## src/rtl/serial_add_pkg.sv

```systemverilog
// serial_add_pkg: shared types, constants and sizing helpers for the serial adder. Rev 1.0
`default_nettype none

package serial_add_pkg;

   typedef enum logic [1:0] {
      IDLE = 2'd0,
      RUN  = 2'd1,
      DONE = 2'd2
   } state_t;

   localparam logic OP_ADD = 1'b0;
   localparam logic OP_SUB = 1'b1;

   function automatic int ncyc(input int width, input int digit);
      return width / digit;
   endfunction

   function automatic int cnt_w(input int width, input int digit);
      return (width / digit > 1) ? $clog2(width / digit) : 1;
   endfunction

endpackage

`default_nettype wire

```

## src/rtl/serial_add_digit.sv

```systemverilog
// serial_add_digit: DIGIT-bit ripple adder slice, also exposing the carry into its top bit. Rev 1.0
`default_nettype none

module serial_add_digit #(
   parameter int DIGIT = 1
) (
   input  logic [DIGIT-1:0] a,
   input  logic [DIGIT-1:0] b,
   input  logic             cin,
   output logic [DIGIT-1:0] s,
   output logic             cout,
   output logic             c_msb_in
);

   logic [DIGIT:0] c;

   always_comb begin
      s    = '0;
      c    = '0;
      c[0] = cin;
      for (int i = 0; i < DIGIT; i++) begin
         s[i]   = a[i] ^ b[i] ^ c[i];
         c[i+1] = (a[i] & b[i]) | (c[i] & (a[i] ^ b[i]));
      end
   end

   assign cout     = c[DIGIT];
   assign c_msb_in = c[DIGIT-1];

endmodule

`default_nettype wire

```

## src/rtl/serial_add_unit.sv

```systemverilog
// serial_add_unit: LSB-first digit-serial add/sub with accumulator, carry/overflow/zero flags. Rev 1.0
`default_nettype none

module serial_add_unit
   import serial_add_pkg::*;
#(
   parameter int WIDTH = 8,
   parameter int DIGIT = 1
) (
   input  logic             clk,
   input  logic             rst_n,
   input  logic             in_valid,
   output logic             in_ready,
   input  logic [WIDTH-1:0] op_a,
   input  logic [WIDTH-1:0] op_b,
   input  logic             op_sub,
   input  logic             acc_en,
   output logic             out_valid,
   input  logic             out_ready,
   output logic [WIDTH-1:0] sum,
   output logic             carry_out,
   output logic             overflow,
   output logic             zero
);

   localparam int NCYC = ncyc(WIDTH, DIGIT);
   localparam int CW   = cnt_w(WIDTH, DIGIT);
   localparam logic [CW-1:0] LAST = CW'(NCYC - 1);

   if (WIDTH < 2 || (WIDTH % DIGIT) != 0) begin : g_bad_param
      $error("serial_add_unit: WIDTH must be >= 2 and a multiple of DIGIT");
   end

   state_t           state, state_nxt;
   logic [WIDTH-1:0] a_sh, b_sh, res, res_next;
   logic [CW-1:0]    cnt;
   logic             carry;
   logic             last;
   logic [DIGIT-1:0] dsum;
   logic             dcout, dc_msb_in;

   serial_add_digit #(.DIGIT(DIGIT)) u_digit (
      .a        (a_sh[DIGIT-1:0]),
      .b        (b_sh[DIGIT-1:0]),
      .cin      (carry),
      .s        (dsum),
      .cout     (dcout),
      .c_msb_in (dc_msb_in)
   );

   // New sum digits enter the result register from the MSB end.
   if (NCYC > 1) begin : g_multi
      assign res_next = {dsum, res[WIDTH-1:DIGIT]};
   end else begin : g_single
      assign res_next = dsum;
   end

   assign in_ready  = (state == IDLE);
   assign out_valid = (state == DONE);
   assign last      = (state == RUN) && (cnt == LAST);

   always_ff @(posedge clk or negedge rst_n) begin
      if (!rst_n) state <= IDLE;
      else        state <= state_nxt;
   end

   always_comb begin
      state_nxt = state;
      case (state)
         IDLE:    if (in_valid)  state_nxt = RUN;
         RUN:     if (last)      state_nxt = DONE;
         DONE:    if (out_ready) state_nxt = IDLE;
         default: state_nxt = IDLE;
      endcase
   end

   always_ff @(posedge clk or negedge rst_n) begin
      if (!rst_n) begin
         a_sh      <= '0;
         b_sh      <= '0;
         res       <= '0;
         cnt       <= '0;
         carry     <= 1'b0;
         sum       <= '0;
         carry_out <= 1'b0;
         overflow  <= 1'b0;
         zero      <= 1'b0;
      end else if (state == IDLE) begin
         if (in_valid) begin
            a_sh  <= acc_en ? res : op_a;
            b_sh  <= (op_sub == OP_SUB) ? ~op_b : op_b;
            carry <= op_sub;
            cnt   <= '0;
         end
      end else if (state == RUN) begin
         a_sh  <= a_sh >> DIGIT;
         b_sh  <= b_sh >> DIGIT;
         res   <= res_next;
         carry <= dcout;
         cnt   <= cnt + 1'b1;
         // Outputs move only once the full result is assembled.
         if (last) begin
            sum       <= res_next;
            carry_out <= dcout;
            overflow  <= dcout ^ dc_msb_in;
            zero      <= (res_next == '0);
         end
      end
   end

endmodule

`default_nettype wire

```

## config.mk

```make
export PLATFORM = sky130hd
export DESIGN_NAME = serial_add_unit
export DESIGN_NICKNAME = d
export VERILOG_FILES = /design/src/rtl/serial_add_pkg.sv /design/src/rtl/serial_add_digit.sv /design/src/rtl/serial_add_unit.sv
export SDC_FILE = /design/constraint.sdc
export NUM_CORES = 1
export LEC_CHECK = 0
export CAP_MARGIN = 5
export CORE_UTILIZATION = 55
export CTS_CLUSTER_SIZE = 16
export DETAILED_ROUTE_END_ITERATION = 8
export GPL_ROUTABILITY_DRIVEN = 0
export HOLD_SLACK_MARGIN = 0.06
export PLACE_DENSITY = 0.93
export SETUP_SLACK_MARGIN = 0.2
export SLEW_MARGIN = 10
export SYNTH_ARGS = -nofsm -noshare
export SYNTH_HDL_FRONTEND = slang
export SYNTH_SLANG_ARGS = --single-unit
```

## constraint.sdc

```tcl
create_clock -name clk -period 2.4 [get_ports clk]
set_input_delay 0.6 -clock clk [delete_from_list [all_inputs] [get_ports clk]]
set_output_delay 0.6 -clock clk [all_outputs]
set_load 0.02 [all_outputs]
```

==> metrics <==
Hold Slack=346.5 ps; register area share after synthesis=53.42%; Core Rows=21; drt wl/cell=16.42 µm; die height=61.10 µm; crit path kind=reg -> out; CTS tree=built; critical path endpoint category=primary output; Synth cell types=31; Die ar.=3733 µm²; vias in the first global route=roughly 1400; Syn Nets=182; RSZ-0062 raised after global routing=false; Starting DRT DRC Count=97; Pint=0.001766 W; Routed Antenna Nets=0; max-cap viol count=0; Clk Latency, worst-skew pair=approximately 350 ps; Bufs and invs on worst path=1; Final Critical Period=1931 ps; IO Count=35; crit path DAT=between 1000 and 1500 ps; Worst VDD drop=0.0006923 V; Initial Util=57.56%; Inserted Clock Buffers=5; Setup Fix Bufs, Post-CTS=0; router iterations before antenna repair=4; switch share=between 30 and 40%; # port buffers=34; max_slew headroom=41.21%; warnings from Yosys=0; Max Clock Skew=roughly 15 ps; Area growth syn-to-layout=21.76%; Critical Path RT=1800 ps; syn avg cell area=12.23 µm²; family with the most delay on the worst path=buffers and inverters; clock slew at reported path FFs=about 130 ps; die width=61.10 µm; Hold Crit Class=in -> async; via/cell ratio=5.729; worst-path cell chain=clkdlybuf4s50_1; number of diodes=0; initial antenna violation count=0; Clock Power Share=11.8%; H-tree levels=2; CP Launch Type=flop; Routed WL=about 3900 µm; Lkg Pwr=1.047 nW; Overflow after GRT=0; Post-Synthesis Cells=about 160; setup TNS=0 ps; layout cell share with drive strength beyond 1=19.07%; final worst slack=469.1 ps; CP max-delay cell=clkdlybuf4s50_1; net load switching power=0.001026 W; Worst Tran Pin Value=881.9 ps; Clock Tree Buf Depth=2; max-slew violations=0; Mapped Area=1921 µm²; # setup viols final=0; clk root buf=clkbuf_4; Post-Place Setup Slack=between 200 and 250 ps; power density over the cells=1194 nW/µm²; final hold viol count=0; slowest stage delay, CP=slightly above 600 ps; clock sinks=around 40; synthesis-stage register bit count=41; Seq pwr share=44.6%; Core ar.=3337 µm²; largest net degree at the start of global routing=42; CTS Hold Buffers Added=0; CP Max Fanout=2; first-pass GRT wire length=6134 µm; total number of vias=around 1400; Comb power frac=43.6%; Total Routing Usage GR=between 20% and 30%; HPWL Detailed=2836 µm; Max Clk Rate=517.9 MHz; DR DRC count=0; status=finished clean; Period Utilization, post-route=80.45%; # nets final=218
## layout by cell type, fill, tap and decap left out, types with 2 or more instances in the layout
cell	n
dfrtp_1	40
clkdlybuf4s50_1	31
nand2_1	21
mux2_2	17
mux2i_1	9
nor2_1	8
xnor2_1	7
o21ai_0	6
a22oi_1	5
clkbuf_4	5
buf_4	5
o221a_2	4
o221ai_1	4
inv_1	3
a221o_1	3
nor4_1	2
a22o_1	2
xor2_1	2
ha_1	2
clkinv_2	2
dlymetal6s2s_1	2
## per-layer routing
metal / part of all wire [%] / vias to the layer above / global-route usage, %
met5: 0 / - / 0
met4: 2.0 / 0 / 10.39
met1: 43 / 685 / 28.75
met3: 4.5 / 11 / 5.672
li1: - / 635 / -
met2: 51 / 44 / 38.66
## power by group through the flow
stage	clock network (W)	registers, W	logic [W]
detailed placement	0	0.00126	0.00122
global placement	0	0.00124	0.00115
CTS	0.000336	0.00125	0.00122
finish	0.000330	0.00125	0.00122
floorplan	0	0.00129	0.000757
global route	0.000365	0.00128	0.00131
## Yosys cell counts
| cell | n | area share, % |
|---|---|---|
| a22oi_1 | 5 | 2.0 |
| buf_6 | 3 | 1.8 |
| dfrtp_1 | 41 | 53 |
| or3b_1 | 1 | 0.46 |
| nor3b_1 | 1 | 0.39 |
| o221ai_1 | 4 | 1.8 |
| xor2_1 | 2 | 0.91 |
| o21ai_0 | 6 | 1.6 |
| buf_4 | 1 | 0.39 |
| clkbuf_1 | 1 | 0.20 |
| xnor2_1 | 7 | 3.2 |
| mux2_2 | 17 | 10 |
| ha_1 | 2 | 1.3 |
| o21bai_1 | 1 | 0.39 |
| nand2_1 | 21 | 4.1 |
| inv_1 | 3 | 0.59 |
| nor2_1 | 8 | 1.6 |
| a221o_1 | 3 | 1.6 |
| mux2i_1 | 9 | 4.7 |
| o32ai_1 | 1 | 0.46 |
| o221a_2 | 4 | 2.3 |
| a221o_2 | 1 | 0.59 |
| nor4_1 | 2 | 0.65 |
| nand3b_4 | 1 | 1.0 |
| o31ai_1 | 1 | 0.39 |
| a22o_1 | 2 | 0.91 |
| and2b_1 | 1 | 0.39 |
| fa_1 | 1 | 1.0 |
| nor2b_1 | 1 | 0.33 |
| buf_2 | 5 | 1.3 |
| a31oi_1 | 1 | 0.33 |
## final timing paths
| check | start | endpoint | slack, ps | cells after the start |
|---|---|---|---|---|
| max | sum[6]$_DFFE_PN0P_ | sum[6] | 470 | 1 |
| min | rst_n | state[1]$_DFFE_PN0P_ | 350 | 1 |
| max reg2reg | state[0]$_DFFE_PN0P_ | res[4]$_DFFE_PN0P_ | 610 | 4 |
| min reg2reg | b_sh[6]$_DFFE_PN0P_ | b_sh[6]$_DFFE_PN0P_ | 510 | 2 |
| max in group asynchronous | rst_n | state[0]$_DFFE_PN0P_ | 1460 | 1 |
| min in group clk | b_sh[6]$_DFFE_PN0P_ | b_sh[6]$_DFFE_PN0P_ | 510 | 2 |
## state kept, by name, indices dropped and copies added, names as in the netlist
register,cells
a_sh,8
b_sh,8
res,8
sum,8
cnt,3
state,2
carry,1
carry_out,1
overflow,1
zero,1
## stage by stage
stage / area, µm² / power, W / util (%) / std cells
2_1_floorplan: 1921 / 0.002047 / - / 157
3_3_place_gp: 2281 / 0.002390 / 68.35 / 232
3_5_place_dp: 2281 / 0.002477 / 68.35 / 232
4_1_cts: 2332 / 0.002803 / 69.89 / 240
5_1_grt: 2338 / 0.002958 / 70.08 / 240
6_report: 2338 / 0.002793 / 70.08 / 240
## logic make-up after synthesis
kind of cell,Yosys count,synth area share [%]
and+or+nand+nor,36,8.926
DFF,41,53.42
xor gates and xnor gates,9,4.104
muxes,26,14.66
buffers and inverters,13,4.234
AOI/OAI and AO/OA,29,12.31
adders and majority gates,3,2.345
## repair_timing
item,CTS,global route
endpoints found under the setup margin,0,2
hold endpoints to repair,0,0
gates resized for setup,0,3
## final cells by class
class | instances | area, µm²
Multi-Input combinational cell | 103 | 813.3
Sequential cell | 41 | 1027
Tap cell | 46 | 57.56
Inverter | 3 | 11.26
Clock buffer | 6 | 41.29
Timing Repair Buffer | 39 | 377.9
Fill cell | 253 | 998.5
Clock inverter | 2 | 10.01
No activity file was read; power rests on OpenSTA's default activity.
